`config.mk`:
```
export PLATFORM = sky130hd
export DESIGN_NAME = saturn_bus_prog_reader
export DESIGN_NICKNAME = d
export VERILOG_FILES = /design/src/rtl/saturn_bus_prog_reader_pkg.sv /design/src/rtl/saturn_bus_prog_reader_addr_tracker.sv /design/src/rtl/saturn_bus_prog_reader.sv
export SDC_FILE = /design/constraint.sdc
export NUM_CORES = 1
export LEC_CHECK = 0
export BUFFER_PORTS_ARGS = -buffer_cell sky130_fd_sc_hd__buf_4
export CORE_UTILIZATION = 54
export CTS_BUF_LIST = sky130_fd_sc_hd__clkbuf_16
export DETAILED_ROUTE_END_ITERATION = 8
export GPL_TIMING_DRIVEN = 0
export HOLD_SLACK_MARGIN = 0.02
export PLACE_DENSITY = 0.82
export SLEW_MARGIN = 40
export SYNTH_ARGS = -nofsm -noshare
export SYNTH_HDL_FRONTEND = slang
export SYNTH_SLANG_ARGS = --single-unit
```
`constraint.sdc`:
```
create_clock -name i_clk -period 4.29 [get_ports i_clk]
set_clock_uncertainty 0.05 [all_clocks]
set_input_delay 1.287 -clock i_clk [delete_from_list [all_inputs] [get_ports i_clk]]
set_output_delay 1.287 -clock i_clk [all_outputs]
set_load 0.02 [all_outputs]
```
`src/rtl/saturn_bus_prog_reader_pkg.sv`:
```
`default_nettype none
// ---------------------------------------------------------------------------
// saturn_bus_prog_reader_pkg : bus command codes, controller states, defaults
// Rev 1.0
// ---------------------------------------------------------------------------
package saturn_bus_prog_reader_pkg;

  localparam logic [3:0] BUSCMD_PC_READ  = 4'h0;
  localparam logic [3:0] BUSCMD_DP_WRITE = 4'h1;
  localparam logic [3:0] BUSCMD_LOAD_PC  = 4'h4;
  localparam logic [3:0] BUSCMD_LOAD_DP  = 4'h5;

  localparam int DEF_ADDR_NIBBLES = 5;

  typedef enum logic [1:0] {
    ST_IDLE  = 2'd0,
    ST_WRITE = 2'd1,
    ST_READ  = 2'd2
  } bus_state_e;

  function automatic logic is_addr_load(input logic [3:0] code);
    return (code == BUSCMD_LOAD_PC) || (code == BUSCMD_LOAD_DP);
  endfunction

endpackage
`default_nettype wire

```
`src/rtl/saturn_bus_prog_reader_addr_tracker.sv`:
```
`default_nettype none
// ---------------------------------------------------------------------------
// saturn_bus_prog_reader_addr_tracker : follows LOAD_PC/LOAD_DP address
// nibbles, derives PC-read mode and flags commands that cut an address short.
// Rev 1.0
// ---------------------------------------------------------------------------
module saturn_bus_prog_reader_addr_tracker
  import saturn_bus_prog_reader_pkg::*;
#(
  parameter int ADDR_NIBBLES = DEF_ADDR_NIBBLES,
  parameter int CNT_W        = 3
) (
  input  logic       i_clk,
  input  logic       i_reset_n,
  input  logic       i_clk_en,
  input  logic       i_latch,
  input  logic [4:0] i_entry,
  output logic       o_pc_mode,
  output logic       o_error
);

  logic [CNT_W-1:0] addr_cnt_q, addr_cnt_d;
  logic             pc_pending_q, pc_pending_d;
  logic             pc_mode_q, pc_mode_d;
  logic             error_q, error_d;

  always_comb begin
    addr_cnt_d   = addr_cnt_q;
    pc_pending_d = pc_pending_q;
    pc_mode_d    = pc_mode_q;
    error_d      = error_q;
    if (i_latch) begin
      if (i_entry[4]) begin
        if (addr_cnt_q != '0) error_d = 1'b1;
        if (is_addr_load(i_entry[3:0])) begin
          addr_cnt_d   = CNT_W'(ADDR_NIBBLES);
          pc_pending_d = (i_entry[3:0] == BUSCMD_LOAD_PC);
          // A new PC address invalidates any read stream from the old PC;
          // LOAD_DP leaves the PC untouched, so PC-read mode survives it.
          if (i_entry[3:0] == BUSCMD_LOAD_PC) pc_mode_d = 1'b0;
        end else begin
          addr_cnt_d   = '0;
          pc_pending_d = 1'b0;
          pc_mode_d    = 1'b0;
        end
      end else if (addr_cnt_q != '0) begin
        addr_cnt_d = addr_cnt_q - CNT_W'(1);
        if ((addr_cnt_q == CNT_W'(1)) && pc_pending_q) begin
          pc_mode_d    = 1'b1;
          pc_pending_d = 1'b0;
        end
      end
    end
  end

  always_ff @(posedge i_clk or negedge i_reset_n) begin
    if (!i_reset_n) begin
      addr_cnt_q   <= '0;
      pc_pending_q <= 1'b0;
      pc_mode_q    <= 1'b0;
      error_q      <= 1'b0;
    end else if (i_clk_en) begin
      addr_cnt_q   <= addr_cnt_d;
      pc_pending_q <= pc_pending_d;
      pc_mode_q    <= pc_mode_d;
      error_q      <= error_d;
    end
  end

  assign o_pc_mode = pc_mode_q;
  assign o_error   = error_q;

endmodule
`default_nettype wire

```
`src/rtl/saturn_bus_prog_reader.sv`:
```
`default_nettype none
// ---------------------------------------------------------------------------
// saturn_bus_prog_reader : drains the bus-program queue onto the Saturn nibble
// bus, one nibble per 4-phase cycle, and issues PC reads when idle.
// Rev 1.0
// ---------------------------------------------------------------------------
module saturn_bus_prog_reader
  import saturn_bus_prog_reader_pkg::*;
#(
  parameter int PTR_W        = 5,
  parameter int ADDR_NIBBLES = DEF_ADDR_NIBBLES
) (
  input  logic             i_clk,
  input  logic             i_reset_n,
  input  logic             i_clk_en,
  input  logic [3:0]       i_phases,
  input  logic [4:0]       i_program_data,
  input  logic [PTR_W-1:0] i_program_address,
  output logic [PTR_W-1:0] o_program_address,
  input  logic             i_no_read,
  output logic [3:0]       o_bus_data,
  output logic             o_bus_cmd,
  output logic             o_bus_strobe,
  output logic             o_bus_drive,
  input  logic [3:0]       i_bus_data,
  output logic [3:0]       o_nibble,
  output logic             o_nibble_valid,
  output logic             o_bus_busy,
  output logic             o_error
);

  localparam int CNT_W = $clog2(ADDR_NIBBLES + 1);

  bus_state_e       state_q;
  logic [PTR_W-1:0] rd_ptr_q;
  logic [3:0]       bus_data_q;
  logic             bus_cmd_q;
  logic             bus_strobe_q;
  logic             bus_drive_q;
  logic [3:0]       nibble_q;
  logic             nibble_valid_q;
  logic             bus_busy_q;

  logic             empty;
  logic             latch_entry;
  logic             pc_mode;

  assign empty       = (rd_ptr_q == i_program_address);
  assign latch_entry = i_phases[0] && !empty;

  saturn_bus_prog_reader_addr_tracker #(
    .ADDR_NIBBLES (ADDR_NIBBLES),
    .CNT_W        (CNT_W)
  ) u_addr_tracker (
    .i_clk     (i_clk),
    .i_reset_n (i_reset_n),
    .i_clk_en  (i_clk_en),
    .i_latch   (latch_entry),
    .i_entry   (i_program_data),
    .o_pc_mode (pc_mode),
    .o_error   (o_error)
  );

  always_ff @(posedge i_clk or negedge i_reset_n) begin
    if (!i_reset_n) begin
      state_q        <= ST_IDLE;
      rd_ptr_q       <= '0;
      bus_data_q     <= 4'h0;
      bus_cmd_q      <= 1'b0;
      bus_strobe_q   <= 1'b0;
      bus_drive_q    <= 1'b0;
      nibble_q       <= 4'h0;
      nibble_valid_q <= 1'b0;
      bus_busy_q     <= 1'b0;
    end else if (i_clk_en) begin
      nibble_valid_q <= 1'b0;
      bus_busy_q     <= !empty || (state_q != ST_IDLE);

      if (i_phases[0]) begin
        if (!empty) begin
          bus_cmd_q   <= i_program_data[4];
          bus_data_q  <= i_program_data[3:0];
          bus_drive_q <= 1'b1;
          rd_ptr_q    <= rd_ptr_q + PTR_W'(1);
          state_q     <= ST_WRITE;
        end else if (pc_mode && !i_no_read) begin
          bus_drive_q <= 1'b0;
          bus_cmd_q   <= 1'b0;
          state_q     <= ST_READ;
        end else begin
          state_q     <= ST_IDLE;
        end
      end

      if (i_phases[1] && (state_q != ST_IDLE)) bus_strobe_q <= 1'b1;

      if (i_phases[2]) begin
        bus_strobe_q <= 1'b0;
        if (state_q == ST_READ) begin
          nibble_q       <= i_bus_data;
          nibble_valid_q <= 1'b1;
        end
      end

      if (i_phases[3]) begin
        state_q     <= ST_IDLE;
        bus_drive_q <= 1'b0;
      end
    end
  end

  assign o_program_address = rd_ptr_q;
  assign o_bus_data        = bus_data_q;
  assign o_bus_cmd         = bus_cmd_q;
  assign o_bus_strobe      = bus_strobe_q;
  assign o_bus_drive       = bus_drive_q;
  assign o_nibble          = nibble_q;
  assign o_nibble_valid    = nibble_valid_q;
  assign o_bus_busy        = bus_busy_q;

endmodule
`default_nettype wire
```
==> flow_summary.toml <==
[setup_path]
worstSetupEndpointType = "flop"
r2r_start = "o_program_address[2]"
crit_start = "i_program_address[2]"
cp.arrival_ns = 2.55
critPathRequiredTime_ns = 4.39
critPathMaxFanout = 10
critPathLaunchType = "primary input"
path_class = "primary input to flop"

[flow_run]
drv_cap = 0

[layout]
nFillCells = 155
post-route-util = 0.784
final_design_area_no_fill_mm2 = 0.00182
diodes = 0
syn2layout_area_growth_pct = 31.3
finalNonFillerCells = 187
most-common-layout-cells = "40 x buf_4, 26 x dfrtp_1, 10 x a21oi_1, 8 x inv_1"
drive_gt1_frac = 0.428
layout_commonest_cell = "buf_4"
layout.nets = 186

[global_route]
antenna_found_initial = 0
overflow = 0
first_global_vias = 1052
grt_max_degree = 27
grt_pass1_wl_mm = 4.66
grt_usage = 0.237

[synthesis]
synth_cells = 116
synth_top_family_by_area = "compound AO/OA/AOI/OAI gates"
yosysTopAreaCellShare = 0.470
synth_cell_types = 43
synthSimpleGateAreaFrac = 0.126
post-synth-top-area-cell = "dfrtp_1"
syn_area_per_cell_um2 = 11.9
syn-num-nets = 142
netlist_area_mm2 = 0.00138
synthTopCellsByArea = "dfrtp_1 47%, mux2_4 4.3%, mux2_2 4.1%"
synth_compound_area_frac = 0.175
synth_sequential_area_ratio = 0.470
async_flop_share = 1.00
synth-xor-area-share = 0.0732
synthAdderAreaFrac = 0.0362
ys.flop_type = "dfrtp_1"
synth_seq_cells = 26
synthMuxAreaShare = 0.0922
ys_warn_count = 0
synth_edf_count = 0

[detailed_routing]
drtIter0Drc = 30
wl_mm = 3.00
vias_per_cell = 5.84
drc = 0
ant_nets = 0
wire_per_inst_um = 16.0
first_pass_iters = 4
vias = 1092

[pwr]
power.leakage_nw = 0.858
power.density_mw_per_mm2 = 572
peakVddDrop_v = 0.000500

[clock_network]
holdBufCountCts = 0
cts_buffers = 3
clock_latency_ns = 0.26
clk_transition_reported_paths_ns = 0.07
cts_buffer_depth = 2
post_cts.repair.setup_buffers = 0
root_buffer = "clkbuf_16"
htree_levels = 1
cts.sinks = 26
cts_tree = "built"
cts_resized = 0

[sta]
rsz0062_at_grt = "no"
fin_tns_setup_ns = 0
post-route-period-util = 0.571
period_needed_ns = 2.45
fmax_mhz = 408
setup_viol = 0
slew_headroom = 0.727
tightest_slew_ns = 0.407
hold_ws_ns = 0.446
slew_viol_final = 0
hold_viol = 0

[min_path]
min_from = "u_addr_tracker.o_error"
hp-class = "flop to flop"

[placement]
placedCellCount = 183
place_area_mm2 = 0.00171
place.gp.congestion = 0.849
dp.final_hpwl_mm = 2.15
io_buffer_count = 39

[floorplanning]
core_mm2 = 0.00232
num_rows = 17
dieArea_mm2 = 0.00277
start_util = 0.597
die_y_um = 52.6
die_w_um = 52.6
num_io_pins = 41

[outcome]
outcome = "finished, final reports clean"
cell families (layout without fill, tap and decap cells):
logic type,after synthesis,in the layout
compound gates,32,32
flops,26,26
simple gates,26,26
mux,10,10
xor+xnor,9,9
buf+inv,9,52
fa+ha+maj,4,4
worst max-delay path, stage by stage:
cell,delay [ns]
buf_4,0.11
xnor2_1,0.22
nand2_2,0.18
o21ai_4,0.40
mux2_4,0.34
area by class of cell:
cell class / instances / area (um2) / area share
plain buffers: 1 / 7.51 / 0.00413
clock buffers: 3 / 75.1 / 0.0413
clock inverters: 1 / 30.0 / 0.0165
inverters: 8 / 30.0 / 0.0165
multi-input cells: 81 / 696 / 0.383
flip-flops and latches: 26 / 651 / 0.358
well taps: 28 / 35.0 / 0.0193
repair buffers: 39 / 293 / 0.161
synthesized netlist by cell type (all sizes together) (2+ instances only):
cell type,n
a21oi,11
a221o,2
and2,3
dfrtp,26
ha,4
inv,8
mux2,10
nand2,7
nand3,2
nor2,2
nor3,4
o21ai,6
o221ai,2
xnor2,8
through the flow:
step,total power [mW],setup WS (ns)
2_1_floorplan,0.633,1.90
3_3_place_gp,0.758,1.65
3_5_place_dp,0.773,1.61
4_1_cts,1.04,1.83
5_1_grt,1.09,1.79
6_report,1.04,1.84
metal layers:
layer	up-vias	share of wire	track usage
met1	547	0.40	0.280
met5	-	0	0
met2	31	0.55	0.422
met4	0	0.0057	0.0746
met3	2	0.045	0.0522
li1	512	-	-
registers in the layout, indices dropped and copies added (netlist names):
name                         cells
u_addr_tracker.o_error           1
u_addr_tracker.addr_cnt_q        3
u_addr_tracker.o_pc_mode         1
o_nibble                         4
o_bus_cmd                        1
o_bus_data                       4
u_addr_tracker.pc_pending_q      1
o_bus_busy                       1
o_nibble_valid                   1
o_program_address                5
o_bus_drive                      1
o_bus_strobe                     1
state_q                          2
where the power goes:
group          switching, mW  internal (mW)  leakage [nW]
combinational          0.214          0.190         0.484
sequential            0.0644          0.303         0.322
clock                 0.0824          0.186        0.0511
total                  0.361          0.678         0.858
final timing paths:
check,slack (ns),cells after the start,to
max,1.84,5,o_bus_data[1]
min,0.45,1,u_addr_tracker.o_error
max reg2reg,2.48,4,o_bus_data[1]
min reg2reg,0.45,1,u_addr_tracker.o_error
max in group asynchronous,3.07,1,o_nibble[1]
min in group asynchronous,0.88,1,o_program_address[4]
(Power assumes the default switching activity.)
